==> config.mk <==
export PLATFORM = sky130hd
export DESIGN_NAME = cp0_regfile_p_flat
export DESIGN_NICKNAME = d
export VERILOG_FILES = /design/src/rtl/cp0_regfile_p_if.sv /design/src/rtl/cp0_regfile_p.sv /design/src/flat_wrapper.sv
export SDC_FILE = /design/constraint.sdc
export NUM_CORES = 1
export LEC_CHECK = 0
export CORE_MARGIN = 3
export CORE_UTILIZATION = 49
export CTS_CLUSTER_SIZE = 10
export DETAILED_ROUTE_END_ITERATION = 16
export GPL_ROUTABILITY_DRIVEN = 0
export PLACE_DENSITY = 0.89
export SLEW_MARGIN = 10
export SYNTH_ARGS = -nofsm -noshare
export SYNTH_HDL_FRONTEND = slang
export SYNTH_SLANG_ARGS = --single-unit
==> constraint.sdc <==
create_clock -name clk -period 12.2 [get_ports clk]
set_clock_uncertainty 0.05 [all_clocks]
set_input_delay 1.83 -clock clk [delete_from_list [all_inputs] [get_ports clk]]
set_output_delay 1.83 -clock clk [all_outputs]
set_load 0.02 [all_outputs]
==> src/rtl/cp0_regfile_p_if.sv <==
// Bus between the pipeline (MEM/WB side) and the CP0 register file:
// mtc0/mfc0 traffic, exception commits, and the forwarded register views.
interface cp0_regfile_p_if #(
   parameter int NUM_HW_INT = 6
);
   logic [4:0]            raddr_i;
   logic [4:0]            waddr_i;
   logic                  we_i;
   logic [31:0]           wdata_i;
   logic [NUM_HW_INT-1:0] int_i;
   logic [31:0]           excepttype_i;
   logic [31:0]           current_inst_addr_i;
   logic                  is_in_delayslot_i;
   logic [31:0]           badvaddr_i;
   logic [31:0]           data_o;
   logic [31:0]           status_o;
   logic [31:0]           cause_o;
   logic [31:0]           epc_o;
   logic                  int_req_o;
   logic                  timer_int_o;
   logic [31:0]           handler_pc_o;

   modport master (
      output raddr_i, waddr_i, we_i, wdata_i, int_i, excepttype_i,
             current_inst_addr_i, is_in_delayslot_i, badvaddr_i,
      input  data_o, status_o, cause_o, epc_o, int_req_o, timer_int_o,
             handler_pc_o
   );

   modport slave (
      input  raddr_i, waddr_i, we_i, wdata_i, int_i, excepttype_i,
             current_inst_addr_i, is_in_delayslot_i, badvaddr_i,
      output data_o, status_o, cause_o, epc_o, int_req_o, timer_int_o,
             handler_pc_o
   );
endinterface

==> src/rtl/cp0_regfile_p.sv <==
// CP0 register file: COUNT with prescaler, COMPARE timer, STATUS/CAUSE/EPC,
// BADVADDR capture on address errors, interrupt request and handler PC.
module cp0_regfile_p #(
   parameter int          NUM_HW_INT = 6,
   parameter int          COUNT_DIV  = 2,
   parameter logic [31:0] EXC_BASE   = 32'h0000_0020,
   parameter logic [31:0] PRID_VAL   = 32'h0048_0102,
   parameter logic [31:0] CONFIG_VAL = 32'h0000_8000
) (
   input logic clk,
   input logic rst,
   cp0_regfile_p_if.slave bus
);
   localparam int PW = (COUNT_DIV > 1) ? $clog2(COUNT_DIV) : 1;

   localparam logic [4:0] R_BADV = 5'd8,  R_COUNT = 5'd9,  R_COMP   = 5'd11,
                          R_STAT = 5'd12, R_CAUSE = 5'd13, R_EPC    = 5'd14,
                          R_PRID = 5'd15, R_CONF  = 5'd16;

   logic [PW-1:0] presc;
   logic [31:0]   count_q, compare_q, status_q, epc_q, badv_q;
   logic          timer_q, bd_q;
   logic [1:0]    ce_q, sw_q;
   logic [4:0]    exc_q;
   logic [5:0]    ip_q, ip_in;

   logic wr_count, wr_comp, wr_stat, wr_cause, wr_epc, presc_wrap;
   logic exc_hit, exc_upd_epc, exc_adr, eret;
   logic [4:0] exc_code;

   assign wr_count   = bus.we_i && bus.waddr_i == R_COUNT;
   assign wr_comp    = bus.we_i && bus.waddr_i == R_COMP;
   assign wr_stat    = bus.we_i && bus.waddr_i == R_STAT;
   assign wr_cause   = bus.we_i && bus.waddr_i == R_CAUSE;
   assign wr_epc     = bus.we_i && bus.waddr_i == R_EPC;
   assign presc_wrap = presc == PW'(COUNT_DIV - 1);

   always_comb begin
      ip_in = '0;
      for (int k = 0; k < NUM_HW_INT; k++) ip_in[k] = bus.int_i[k];
   end

   always_comb begin
      exc_hit  = 1'b1;
      exc_code = 5'd0;
      case (bus.excepttype_i)
         32'h1:   exc_code = 5'd0;
         32'h4:   exc_code = 5'd4;
         32'h5:   exc_code = 5'd5;
         32'h8:   exc_code = 5'd8;
         32'h9:   exc_code = 5'd9;
         32'ha:   exc_code = 5'd10;
         32'hc:   exc_code = 5'd12;
         32'hd:   exc_code = 5'd13;
         default: exc_hit  = 1'b0;
      endcase
   end

   // A nested exception (EXL already set) keeps the original EPC/BD; interrupts always update.
   assign exc_upd_epc = exc_hit && (bus.excepttype_i == 32'h1 || !status_q[1]);
   assign exc_adr     = bus.excepttype_i == 32'h4 || bus.excepttype_i == 32'h5;
   assign eret        = bus.excepttype_i == 32'he;

   always_ff @(posedge clk or posedge rst) begin
      if (rst) begin
         presc     <= '0;
         count_q   <= '0;
         compare_q <= '0;
         status_q  <= 32'h1000_0000;
         epc_q     <= '0;
         badv_q    <= '0;
         timer_q   <= 1'b0;
         bd_q      <= 1'b0;
         ce_q      <= '0;
         sw_q      <= '0;
         exc_q     <= '0;
         ip_q      <= '0;
      end else begin
         presc <= (wr_count || presc_wrap) ? '0 : presc + PW'(1);
         if (wr_count)        count_q <= bus.wdata_i;
         else if (presc_wrap) count_q <= count_q + 32'd1;
         if (wr_comp) compare_q <= bus.wdata_i;
         timer_q <= wr_comp ? 1'b0
                            : (timer_q | (compare_q != 32'd0 && count_q == compare_q));
         ip_q <= ip_in;
         if (wr_stat) status_q <= bus.wdata_i;
         if (wr_epc)  epc_q    <= bus.wdata_i;
         if (wr_cause) begin
            ce_q <= bus.wdata_i[23:22];
            sw_q <= bus.wdata_i[9:8];
         end
         // Exception fields are assigned after the mtc0 write so they take priority.
         if (exc_hit) begin
            status_q[1] <= 1'b1;
            exc_q       <= exc_code;
            if (exc_upd_epc) begin
               epc_q <= bus.current_inst_addr_i -
                        (bus.is_in_delayslot_i ? 32'd4 : 32'd0);
               bd_q  <= bus.is_in_delayslot_i;
            end
            if (exc_adr) badv_q <= bus.badvaddr_i;
         end
         if (eret) status_q[1] <= 1'b0;
      end
   end

   logic [31:0] status_v, cause_v, epc_v, count_v, compare_v, rd_v;
   logic [1:0]  ce_v, sw_v;
   logic        int_req;

   assign status_v  = wr_stat  ? bus.wdata_i : status_q;
   assign epc_v     = wr_epc   ? bus.wdata_i : epc_q;
   assign count_v   = wr_count ? bus.wdata_i : count_q;
   assign compare_v = wr_comp  ? bus.wdata_i : compare_q;
   assign ce_v      = wr_cause ? bus.wdata_i[23:22] : ce_q;
   assign sw_v      = wr_cause ? bus.wdata_i[9:8]   : sw_q;
   assign cause_v   = {bd_q, 7'd0, ce_v, 6'd0, ip_q[5] | timer_q, ip_q[4:0],
                       sw_v, 1'b0, exc_q, 2'b00};

   always_comb begin
      rd_v = '0;
      case (bus.raddr_i)
         R_BADV:  rd_v = badv_q;
         R_COUNT: rd_v = count_v;
         R_COMP:  rd_v = compare_v;
         R_STAT:  rd_v = status_v;
         R_CAUSE: rd_v = cause_v;
         R_EPC:   rd_v = epc_v;
         R_PRID:  rd_v = PRID_VAL;
         R_CONF:  rd_v = CONFIG_VAL;
         default: rd_v = '0;
      endcase
   end

   assign int_req = status_v[0] & ~status_v[1] & |(cause_v[15:8] & status_v[15:8]);

   assign bus.data_o      = rst ? '0 : rd_v;
   assign bus.status_o    = rst ? '0 : status_v;
   assign bus.cause_o     = rst ? '0 : cause_v;
   assign bus.epc_o       = rst ? '0 : epc_v;
   assign bus.int_req_o   = ~rst & int_req;
   assign bus.timer_int_o = ~rst & timer_q;
   assign bus.handler_pc_o = (rst || bus.excepttype_i == 32'd0) ? '0 :
                             (eret ? epc_v : EXC_BASE);
endmodule

==> src/flat_wrapper.sv <==
// flat-port wrapper written by rule: the top's interface ports become plain ports
module cp0_regfile_p_flat 
#(
   parameter int          NUM_HW_INT = 6,
   parameter int          COUNT_DIV  = 2,
   parameter logic [31:0] EXC_BASE   = 32'h0000_0020,
   parameter logic [31:0] PRID_VAL   = 32'h0048_0102,
   parameter logic [31:0] CONFIG_VAL = 32'h0000_8000
)
  (clk, rst, bus_raddr_i, bus_waddr_i, bus_we_i, bus_wdata_i, bus_int_i, bus_excepttype_i, bus_current_inst_addr_i, bus_is_in_delayslot_i, bus_badvaddr_i, bus_data_o, bus_status_o, bus_cause_o, bus_epc_o, bus_int_req_o, bus_timer_int_o, bus_handler_pc_o);
  cp0_regfile_p_if #(.NUM_HW_INT(NUM_HW_INT)) bus_i ();
  input logic clk;
  input logic rst;
  input wire logic [$bits(bus_i.raddr_i)-1:0] bus_raddr_i;
  input wire logic [$bits(bus_i.waddr_i)-1:0] bus_waddr_i;
  input wire logic [$bits(bus_i.we_i)-1:0] bus_we_i;
  input wire logic [$bits(bus_i.wdata_i)-1:0] bus_wdata_i;
  input wire logic [$bits(bus_i.int_i)-1:0] bus_int_i;
  input wire logic [$bits(bus_i.excepttype_i)-1:0] bus_excepttype_i;
  input wire logic [$bits(bus_i.current_inst_addr_i)-1:0] bus_current_inst_addr_i;
  input wire logic [$bits(bus_i.is_in_delayslot_i)-1:0] bus_is_in_delayslot_i;
  input wire logic [$bits(bus_i.badvaddr_i)-1:0] bus_badvaddr_i;
  output wire logic [$bits(bus_i.data_o)-1:0] bus_data_o;
  output wire logic [$bits(bus_i.status_o)-1:0] bus_status_o;
  output wire logic [$bits(bus_i.cause_o)-1:0] bus_cause_o;
  output wire logic [$bits(bus_i.epc_o)-1:0] bus_epc_o;
  output wire logic [$bits(bus_i.int_req_o)-1:0] bus_int_req_o;
  output wire logic [$bits(bus_i.timer_int_o)-1:0] bus_timer_int_o;
  output wire logic [$bits(bus_i.handler_pc_o)-1:0] bus_handler_pc_o;
  assign bus_i.raddr_i = bus_raddr_i;
  assign bus_i.waddr_i = bus_waddr_i;
  assign bus_i.we_i = bus_we_i;
  assign bus_i.wdata_i = bus_wdata_i;
  assign bus_i.int_i = bus_int_i;
  assign bus_i.excepttype_i = bus_excepttype_i;
  assign bus_i.current_inst_addr_i = bus_current_inst_addr_i;
  assign bus_i.is_in_delayslot_i = bus_is_in_delayslot_i;
  assign bus_i.badvaddr_i = bus_badvaddr_i;
  assign bus_data_o = bus_i.data_o;
  assign bus_status_o = bus_i.status_o;
  assign bus_cause_o = bus_i.cause_o;
  assign bus_epc_o = bus_i.epc_o;
  assign bus_int_req_o = bus_i.int_req_o;
  assign bus_timer_int_o = bus_i.timer_int_o;
  assign bus_handler_pc_o = bus_i.handler_pc_o;
  cp0_regfile_p #(.NUM_HW_INT(NUM_HW_INT), .COUNT_DIV(COUNT_DIV), .EXC_BASE(EXC_BASE), .PRID_VAL(PRID_VAL), .CONFIG_VAL(CONFIG_VAL)) u_core (.clk(clk), .rst(rst), .bus(bus_i));
endmodule
Word level (Yosys, flattened, before mapping)

Cells that the tools add are included.

Register bits after elaboration: 178
Memories kept: 0
Memory bits (read-only): 0
Bits in latches: 0
Input bits: 148
Logic and storage cells: 90
Output and inout bits: 162
RAM bits: 0

Mux-type cells: 24
Div/mod/pow operators: 0
Bitwise logic cells: 9
Eq/ne operators: 23
Add/subtract/negate cells: 3
Reduce and logical (&&, ||, !) cells: 19
$mul: 0
Magnitude comparators: 0
Shift-type cells: 0

Operator list:

| kind                                                 | count |
|---|---|
| two-way mux 32 bit                                   | 14 |
| one-hot mux 32 bit (8 select lines)                  | 1 |
| equality test 32 x 4 -> 1 bit, second input constant | 6 |
| equality test 32 x 3 -> 1 bit, second input constant | 2 |
| equality test 5 x 4 -> 1 bit, second input constant  | 12 |
| adder 32 x 1 -> 32 bit, second input constant        | 1 |
| equality test 32 x 1 -> 1 bit, second input constant | 1 |
| equality test 32 bit                                 | 1 |
| logical NOT 32 bit                                   | 1 |
| nonzero test 32 bit                                  | 1 |
| subtractor 32 bit                                    | 1 |
| one-hot mux 4 bit (7 select lines)                   | 1 |
| OR reduction 8 bit                                   | 2 |
| bitwise AND 8 bit                                    | 1 |
| logical AND 1 bit                                    | 7 |
| equality test 5 bit, second input constant           | 1 |
| two-way mux 1 bit                                    | 5 |
| bitwise AND 1 bit                                    | 4 |
| logical OR 1 bit                                     | 4 |
| two-way mux 2 bit                                    | 2 |
| AND reduction 2 bit                                  | 2 |
| two-way mux 3 bit                                    | 1 |
| inverter 1 bit                                       | 2 |
| OR 1 bit                                             | 2 |
| 3 further kinds                                      | 3 |

Depth between registers and ports, before layout

Gate-level depths: netlist of the first run.

Depth in word-level cells: 7
Gate-level depth with buffers: 8
Gate-level depth less buffers: 8

Least setup slack after synthesis of the first run

OpenSTA, ideal clock, no wires.

Path kind: input to output
Start point: input rst
End point: output bus_cause_o[22]
Required time: 10.320 ns
Path buffers: 2
Slack: 2.298 ns
Arrival: 8.022 ns
Stages on the path: 4
Path through: clkbuf_1 -> inv_1 -> clkbuf_1 -> and2_1

Longest elaborated chain between the ends: 1

Ends and longest elaborated chain:

| item               | RTL line             | RTL |
|---|---|---|
| start, declared    | flat_wrapper.sv:13   | `input logic rst;` |
| two-way mux 32 bit | cp0_regfile_p.sv:139 | `assign bus.cause_o = rst ? '0 : cause_v;` |
| end, declared      | flat_wrapper.sv:25   | `output wire logic [$bits(bus_i.cause_o)-1:0] bus_cause_o;` |

Every way passes these cells.

Worst setup path after layout of the first run

Start point: input bus_raddr_i[0]
End point: output bus_data_o[31]

Longest elaborated chain between the ends: 3
Elaborated cells between the ends (all ways): 10
Those cells by class: eq/ne: 8; mux: 2

Ends and longest elaborated chain:

| item                                                                       | RTL line             | RTL |
|---|---|---|
| start, declared                                                            | flat_wrapper.sv:14   | `input wire logic [$bits(bus_i.raddr_i)-1:0] bus_raddr_i;` |
| equality test 5 bit / equality test 5 x 4 -> 1 bit (equally long branches) | cp0_regfile_p.sv:122 | `case (bus.raddr_i)` |
| one-hot mux 32 bit (8 select lines) (*)                                    | cp0_regfile_p.sv:122 |  |
| two-way mux 32 bit (*)                                                     | cp0_regfile_p.sv:137 | `assign bus.data_o = rst ? '0 : rd_v;` |
| end, declared                                                              | flat_wrapper.sv:23   | `output wire logic [$bits(bus_i.data_o)-1:0] bus_data_o;` |

Mark *: on every way between the ends. The rest lies on a longest branch, timed or not.

==> out/qor.yml, run 1 <==
outcome:
  status: "finished clean"
setup_path:
  worst-path-buf-inv: 3
  worstPathRequired_ns: 10.32
  crit_arrival_ns: 5.36
  cp_max_fo: 17
  worstSetupPathType: "in2out"
  crit_path_frequent_cell: "clkdlybuf4s50_1"
  path_cells: "clkdlybuf4s50_1 -> or3b_2 -> nor3_2 -> buf_4 -> a22oi_1 -> o21a_1 -> a31oi_1 -> clkdlybuf4s50_1"
  startpoint_type: "input port"
  cp_slowest_cell: "nor3_2"
  max_stage_delay_ns: 0.79
  endpoint_kind: "primary output"
  cp_top_family: "buffers and inverters"
floorplan:
  die_x_um: 157
  core_um2: 22200
  start_util: 0.506
  rows: 54
  die_y_um: 157
  ios: 310
  die-area_um2: 24700
sta:
  fmax_ghz: 0.138
  tightest_slew_ns: 1.17
  maxSlewViolCount: 0
  hold_ws_ns: 0.467
  finalCriticalPeriod_ns: 7.24
  hold_violations: 0
  period_share: 0.593
  max_slew_margin: 0.220
  setup_viol: 0
  rsz0062_at_grt: "false"
  setup_tns_ns: 0
detailed_routing:
  first_iter_violations: 1492
  met1_length_mm: 15.6
  top_layer: "met4"
  dr.pass1.iters: 6
  via_count: 10746
  routedWlPerCell_um: 24.2
  dr_wl_met2_mm: 18.8
  via_per_inst: 6.32
  finalWirelength_mm: 41.2
  drc_errors: 0
  ant_nets: 0
  wl_met3_mm: 4.89
logic_synthesis:
  synth.distinct_cells: 74
  yosys.area_share.adder: 0.00335
  ys_seq_area_frac: 0.395
  synth-simple-area-share: 0.161
  ys_warn_count: 0
  synth-edff-count: 0
  synth_top_family_by_area: "multiplexers"
  ys_seq_elements: 177
  ys_dominant_reg_cell: "dfrtp_1"
  async_flop_share: 1.00
  muxShareOfSynthArea: 0.169
  synth_cells: 1164
  synth_area_um2: 11200
  synth_compound_area_frac: 0.140
  synth_area_per_cell_um2: 9.63
  synth_xor_area_frac: 0.0719
clock_network:
  clock_latency_ns: 0.44
  clk_pin_slew_ns: 0.07
  numCtsBuffers: 17
  holdBufCountCts: 0
  cts_buffer_depth: 2
  cts_tree: "done"
  cts.repair.resized: 0
  h-tree-depth: 4
  post-cts-setup-buffer-count: 0
  cts_sinks: 177
  clockRootBuffer: "clkbuf_16"
final_layout:
  nNetsFinal: 1559
  syn2layout_area_growth_pct: 31.8
  layout-drive-gt1-share: 0.108
  diodes: 0
global_routing:
  overflow: 0
  grt_pass1_wl_mm: 61.5
  first_global_vias: 10649
  antenna_found_initial: 0
  grt_max_degree: 80
  grt_usage: 0.326
placement:
  hpwl_mm: 30.9
  port_buffers: 292
min_path:
  hp-class: "reg2reg"
power:
  p_leak_nw: 5.87
  vdd_drop_max_mv: 0.0908
  pwr_density_cell_nw_per_um2: 131
flow_run:
  drv_cap: 0
[cell usage in the layout, fill, tap and decap left out, drive strengths merged, types with 4 or more instances in the layout]
| master | n |
|---|---|
| a31oi | 8 |
| nand2b | 7 |
| nand4 | 21 |
| dfrtp | 176 |
| nor2 | 122 |
| and3 | 10 |
| a2bb2oi | 24 |
| or3 | 4 |
| nor2b | 11 |
| o22ai | 22 |
| conb | 17 |
| clkinvlp | 6 |
| a21boi | 4 |
| o21ai | 68 |
| nand3 | 25 |
| xor2 | 57 |
| a21oi | 29 |
| nor4 | 40 |
| clkbuf | 20 |
| nand2 | 54 |
| xnor2 | 35 |
| o22a | 27 |
| nor3b | 5 |
| o221a | 6 |
| inv | 40 |
| clkdlybuf4s50 | 291 |
| and2 | 17 |
| mux2 | 84 |
| a22oi | 6 |
| nor3 | 21 |
| a222oi | 6 |
| mux2i | 87 |
| buf | 15 |
| nand3b | 6 |
[flip-flops by register name, indices dropped and copies added (netlist names)]
register and cells:
u_core.badv_q 32, u_core.compare_q 32, u_core.count_q 32, u_core.epc_q 32, u_core.status_q 32, u_core.ip_q 6
u_core.exc_q 4, u_core.ce_q 2, u_core.sw_q 2, u_core.bd_q 1, u_core.presc 1, u_core.timer_q 1
[cell type report]
| class | count | area (um^2) |
|---|---|---|
| clock buffers | 20 | 447 |
| clock inverters | 12 | 158 |
| fillers | 1655 | 7400 |
| inverters | 38 | 148 |
| multi-input cells | 868 | 6210 |
| flip-flops and latches | 177 | 4430 |
| well taps | 280 | 350 |
| repair buffers | 306 | 3020 |
[stage by stage]
| stage | utilization | setup WS [ns] | cell area, um^2 | instances | power (mW) |
|---|---|---|---|---|---|
| floorplan | - | 2.30 | 11300 | 1180 | 1.09 |
| global placement | 0.639 | 5.08 | 14200 | 1669 | 1.32 |
| detailed placement | 0.639 | 5.08 | 14200 | 1669 | 1.35 |
| CTS | 0.666 | 5.07 | 14800 | 1701 | 1.91 |
| global route | 0.666 | 4.80 | 14800 | 1701 | 2.00 |
| finish | 0.666 | 4.96 | 14800 | 1701 | 1.94 |
[path summary, 6_finish.rpt]
path                            slack [ns]                 end          startpoint  cells after the start
worst min-delay path                  0.47    u_core.badv_q[3]    u_core.badv_q[3]                      1
max in group asynchronous             8.88  u_core.count_q[23]                 rst                      4
worst max-delay path                  4.96      bus_data_o[31]      bus_raddr_i[0]                      8
worst max register to register        9.88  u_core.count_q[30]  u_core.count_q[10]                      5
min in group asynchronous             1.84    u_core.epc_q[21]                 rst                      3
worst min register to register        0.47    u_core.badv_q[3]    u_core.badv_q[3]                      1
[power breakdown]
part	internal, mW	total [mW]	switching, mW
Sequential	0.688	0.824	0.136
Combinational	0.238	0.541	0.303
Clock	0.328	0.573	0.244
Total	1.25	1.94	0.682
[cells by family (layout without fill, tap and decap cells)]
group,Yosys count,count (layout)
other,1,17
flip-flops,177,177
XOR/XNOR,92,92
adder cells (fa/ha/maj),3,3
multiplexers,171,171
AO/OA/AOI/OAI,228,228
buffers and inverters,135,376
AND/OR/NAND/NOR,357,357
[Yosys cell counts, types with 25 or more instances]
library cell | instances | area, um^2
nor2_1 | 120 | 450
o21ai_0 | 65 | 325
nand2_1 | 54 | 203
o22a_1 | 27 | 236
nand3_1 | 25 | 125
dfrtp_1 | 176 | 4400
inv_1 | 38 | 143
mux2_2 | 62 | 698
clkbuf_1 | 53 | 199
xor2_1 | 57 | 499
a21oi_1 | 28 | 140
nor4_1 | 39 | 244
xnor2_1 | 35 | 307
mux2i_1 | 87 | 871
[per-layer routing]
layer  GRT usage  vias up
met5           0        -
met4       0.148        0
met3      0.0808      154
met2       0.506      834
met1       0.434     5109
li1            -     4649
Note: power is estimated with default switching activity, not from simulation.
==> run 2, diff against run 1 <==
- clock period: 12.2 -> 7.6 ns (I/O delays scaled with it)
==> run 2 against run 1 <==
  * Total power up 61%
  * Critical path depth unchanged
  * First-iteration DRC count down 3.3%
  * Global-route usage up 0.31 points
  * Flip-flop and latch count unchanged
  * Hold slack worse by 0.022 ns
  * Final area about the same
  * Critical path type unchanged
==> out/qor.yml, run 2 (synthesized netlist as in run 1, its figures left out) <==
detailed_routing:
  ant_nets: 0  # unchanged
  first_iter_violations: 1443  # -3.3%
  finalWirelength_mm: 41.5  # +0.71%
  dr.pass1.iters: 8  # +2
  drc_errors: 0  # unchanged
  via_per_inst: 6.37  # +0.77%
  routedWlPerCell_um: 24.4  # +0.71%
  via_count: 10829  # +0.77%
setup_path:
  cp_slowest_cell: "nor3_2"
  crit_start: "bus_raddr_i[0]"
  endpoint_kind: "primary output"
  crit_path_frequent_cell: "clkdlybuf4s50_1"
  worst-path-buf-inv: 3  # unchanged
  cp_top_family: "buffers and inverters"
  startpoint_type: "input port"
  reg2reg_from: "u_core.count_q[8]"
  worstPathRequired_ns: 6.41  # -3.91 ns
  crit_arrival_ns: 4.69  # -0.67 ns
  cp_max_fo: 18  # +1
  worstSetupPathType: "in2out"
  path_cells: "clkdlybuf4s50_1 -> or3b_2 -> nor3_2 -> buf_4 -> a22oi_1 -> o21a_1 -> a31oi_1 -> clkdlybuf4s50_1"
  max_stage_delay_ns: 0.73  # -0.06 ns
global_routing:
  overflow: 0  # unchanged
  first_global_vias: 10530  # -1.1%
  grt_max_degree: 80  # unchanged
  grt_pass1_wl_mm: 62.1  # +0.95%
  antenna_found_initial: 1  # +1
  grt_usage: 0.329  # +0.00314
power:
  p_leak_nw: 5.89  # +0.34%
  p_int_mw: 2.01  # +60%
  p_clk_frac: 0.297  # about the same
  combPwrFrac: 0.279  # about the same
  power.switching_mw: 1.12  # +64%
  swShare: 0.357  # +0.00507
  vdd_drop_max_mv: 0.129  # +42%
  pwr_density_cell_nw_per_um2: 212  # +61%
  totalPowerFinal_mw: 3.13  # +61%
  pwr-share-seq: 0.424  # about the same
clock_network:
  post-cts-setup-buffer-count: 0  # unchanged
  cts_sinks: 177  # unchanged
  cts.repair.resized: 0  # unchanged
  cts_buffer_depth: 2  # unchanged
  h-tree-depth: 4  # unchanged
  clk_pin_slew_ns: 0.07  # about the same
  cts_tree: "done"
  clock_latency_ns: 0.44  # about the same
  clockRootBuffer: "clkbuf_16"
  numCtsBuffers: 17  # unchanged
  holdBufCountCts: 0  # unchanged
floorplan:
  die-area_um2: 24700  # unchanged
  rows: 54  # unchanged
  die_x_um: 157  # unchanged
  die_y_um: 157  # unchanged
  start_util: 0.506  # unchanged
  ios: 310  # unchanged
  core_um2: 22200  # unchanged
placement:
  port_buffers: 292  # unchanged
  hpwl_mm: 30.7  # -0.39%
sta:
  finalCriticalPeriod_ns: 5.88
  period_share: 0.774
  setup_tns_ns: 0  # unchanged
  setup_viol: 0  # unchanged
  tightest_slew_ns: 1.10  # -0.0646 ns
  maxSlewViolCount: 0  # unchanged
  hold_violations: 0  # unchanged
  max_slew_margin: 0.266  # +0.0459
  rsz0062_at_grt: "false"
  fmax_ghz: 0.170
final_layout:
  layout-drive-gt1-share: 0.109  # +0.00141
  final_cell_mix: "clkdlybuf4s50_1 (291), dfrtp_1 (176), nor2_1 (119), mux2i_1 (87), o21ai_0 (64)"
  fillCellCount: 1665  # +0.60%
  diodes: 0  # unchanged
  syn2layout_area_growth_pct: 31.8  # about the same
  nNetsFinal: 1559  # unchanged
  layout_commonest_cell: "clkdlybuf4s50_1"
min_path:
  min_from: "u_core.badv_q[0]"
  hp-class: "reg2reg"
outcome:
  status: "finished clean"
flow_run:
  drv_cap: 0  # unchanged
-- run 2: cell types whose count changed in the layout (fill, tap and decap cells not counted) --
cell | before | now
clkinvlp_4 | 6 | 2
inv_6 | 3 | 7
clkbuf_1 | 2 | 0
clkinv_2 | 1 | 3
clkbuf_8 | 1 | 0
clkinv_4 | 0 | 1
-- run 2: layout make-up --
type | count | area (um^2) | area share
Clock buffer | 17 | 425 | 0.0288
Clock inverter | 15 | 181 | 0.0123
Inverter | 38 | 148 | 0.0100
Multi-Input combinational cell | 868 | 6210 | 0.420
Sequential cell | 177 | 4430 | 0.300
Tap cell | 280 | 350 | 0.0237
Timing Repair Buffer | 306 | 3020 | 0.205
-- run 2: metal layers --
| layer | part of all wire | GRT usage | wire length (um) | up-vias |
|---|---|---|---|---|
| met5 | 0.00048 | 0 | 20 | - |
| met4 | 0.045 | 0.132 | 1860 | 2 |
| met3 | 0.12 | 0.0833 | 5000 | 170 |
| met2 | 0.46 | 0.511 | 18900 | 821 |
| met1 | 0.38 | 0.444 | 15800 | 5198 |
| li1 | - | - | - | 4638 |
-- run 2: power by group through the flow --
stage / Clock, mW / Combinational [mW] / Sequential, mW
final: 0.929 / 0.872 / 1.33
after global routing: 0.968 / 0.922 / 1.33
after CTS: 0.927 / 0.852 / 1.31
after detailed placement: 0 / 0.842 / 1.32
after global placement: 0 / 0.819 / 1.31
after floorplan: 0 / 0.529 / 1.23
-- run 2: final timing paths --
| path | endpoint | slack [ns] | cells after the start |
|---|---|---|---|
| max | bus_data_o[31] | 1.72 | 8 |
| min | u_core.badv_q[0] | 0.45 | 1 |
| max reg2reg | u_core.count_q[30] | 5.31 | 5 |
| min reg2reg | u_core.badv_q[0] | 0.45 | 1 |
| max in group asynchronous | u_core.status_q[18] | 5.47 | 3 |
| min in group asynchronous | u_core.compare_q[25] | 0.71 | 2 |
-- run 2: worst register-to-register path: cells and delay by family (launching register included) --
kind	cells	cell delay (ns)
simple gates	3	1.12
xor+xnor	1	0.18
flops	1	0.57
mux	1	0.26
-- run 2: per-stage QoR --
stage,worst slack (ns),instances,area [um^2],hold slack [ns],util
after global routing,1.58,1701,14800,0.469,0.666
after global placement,1.92,1669,14200,0.423,0.639
after detailed placement,1.86,1669,14200,0.434,0.639
after floorplan,2.08,1180,11300,0.409,-
after CTS,1.83,1701,14800,0.446,0.666
final,1.72,1701,14800,0.445,0.666
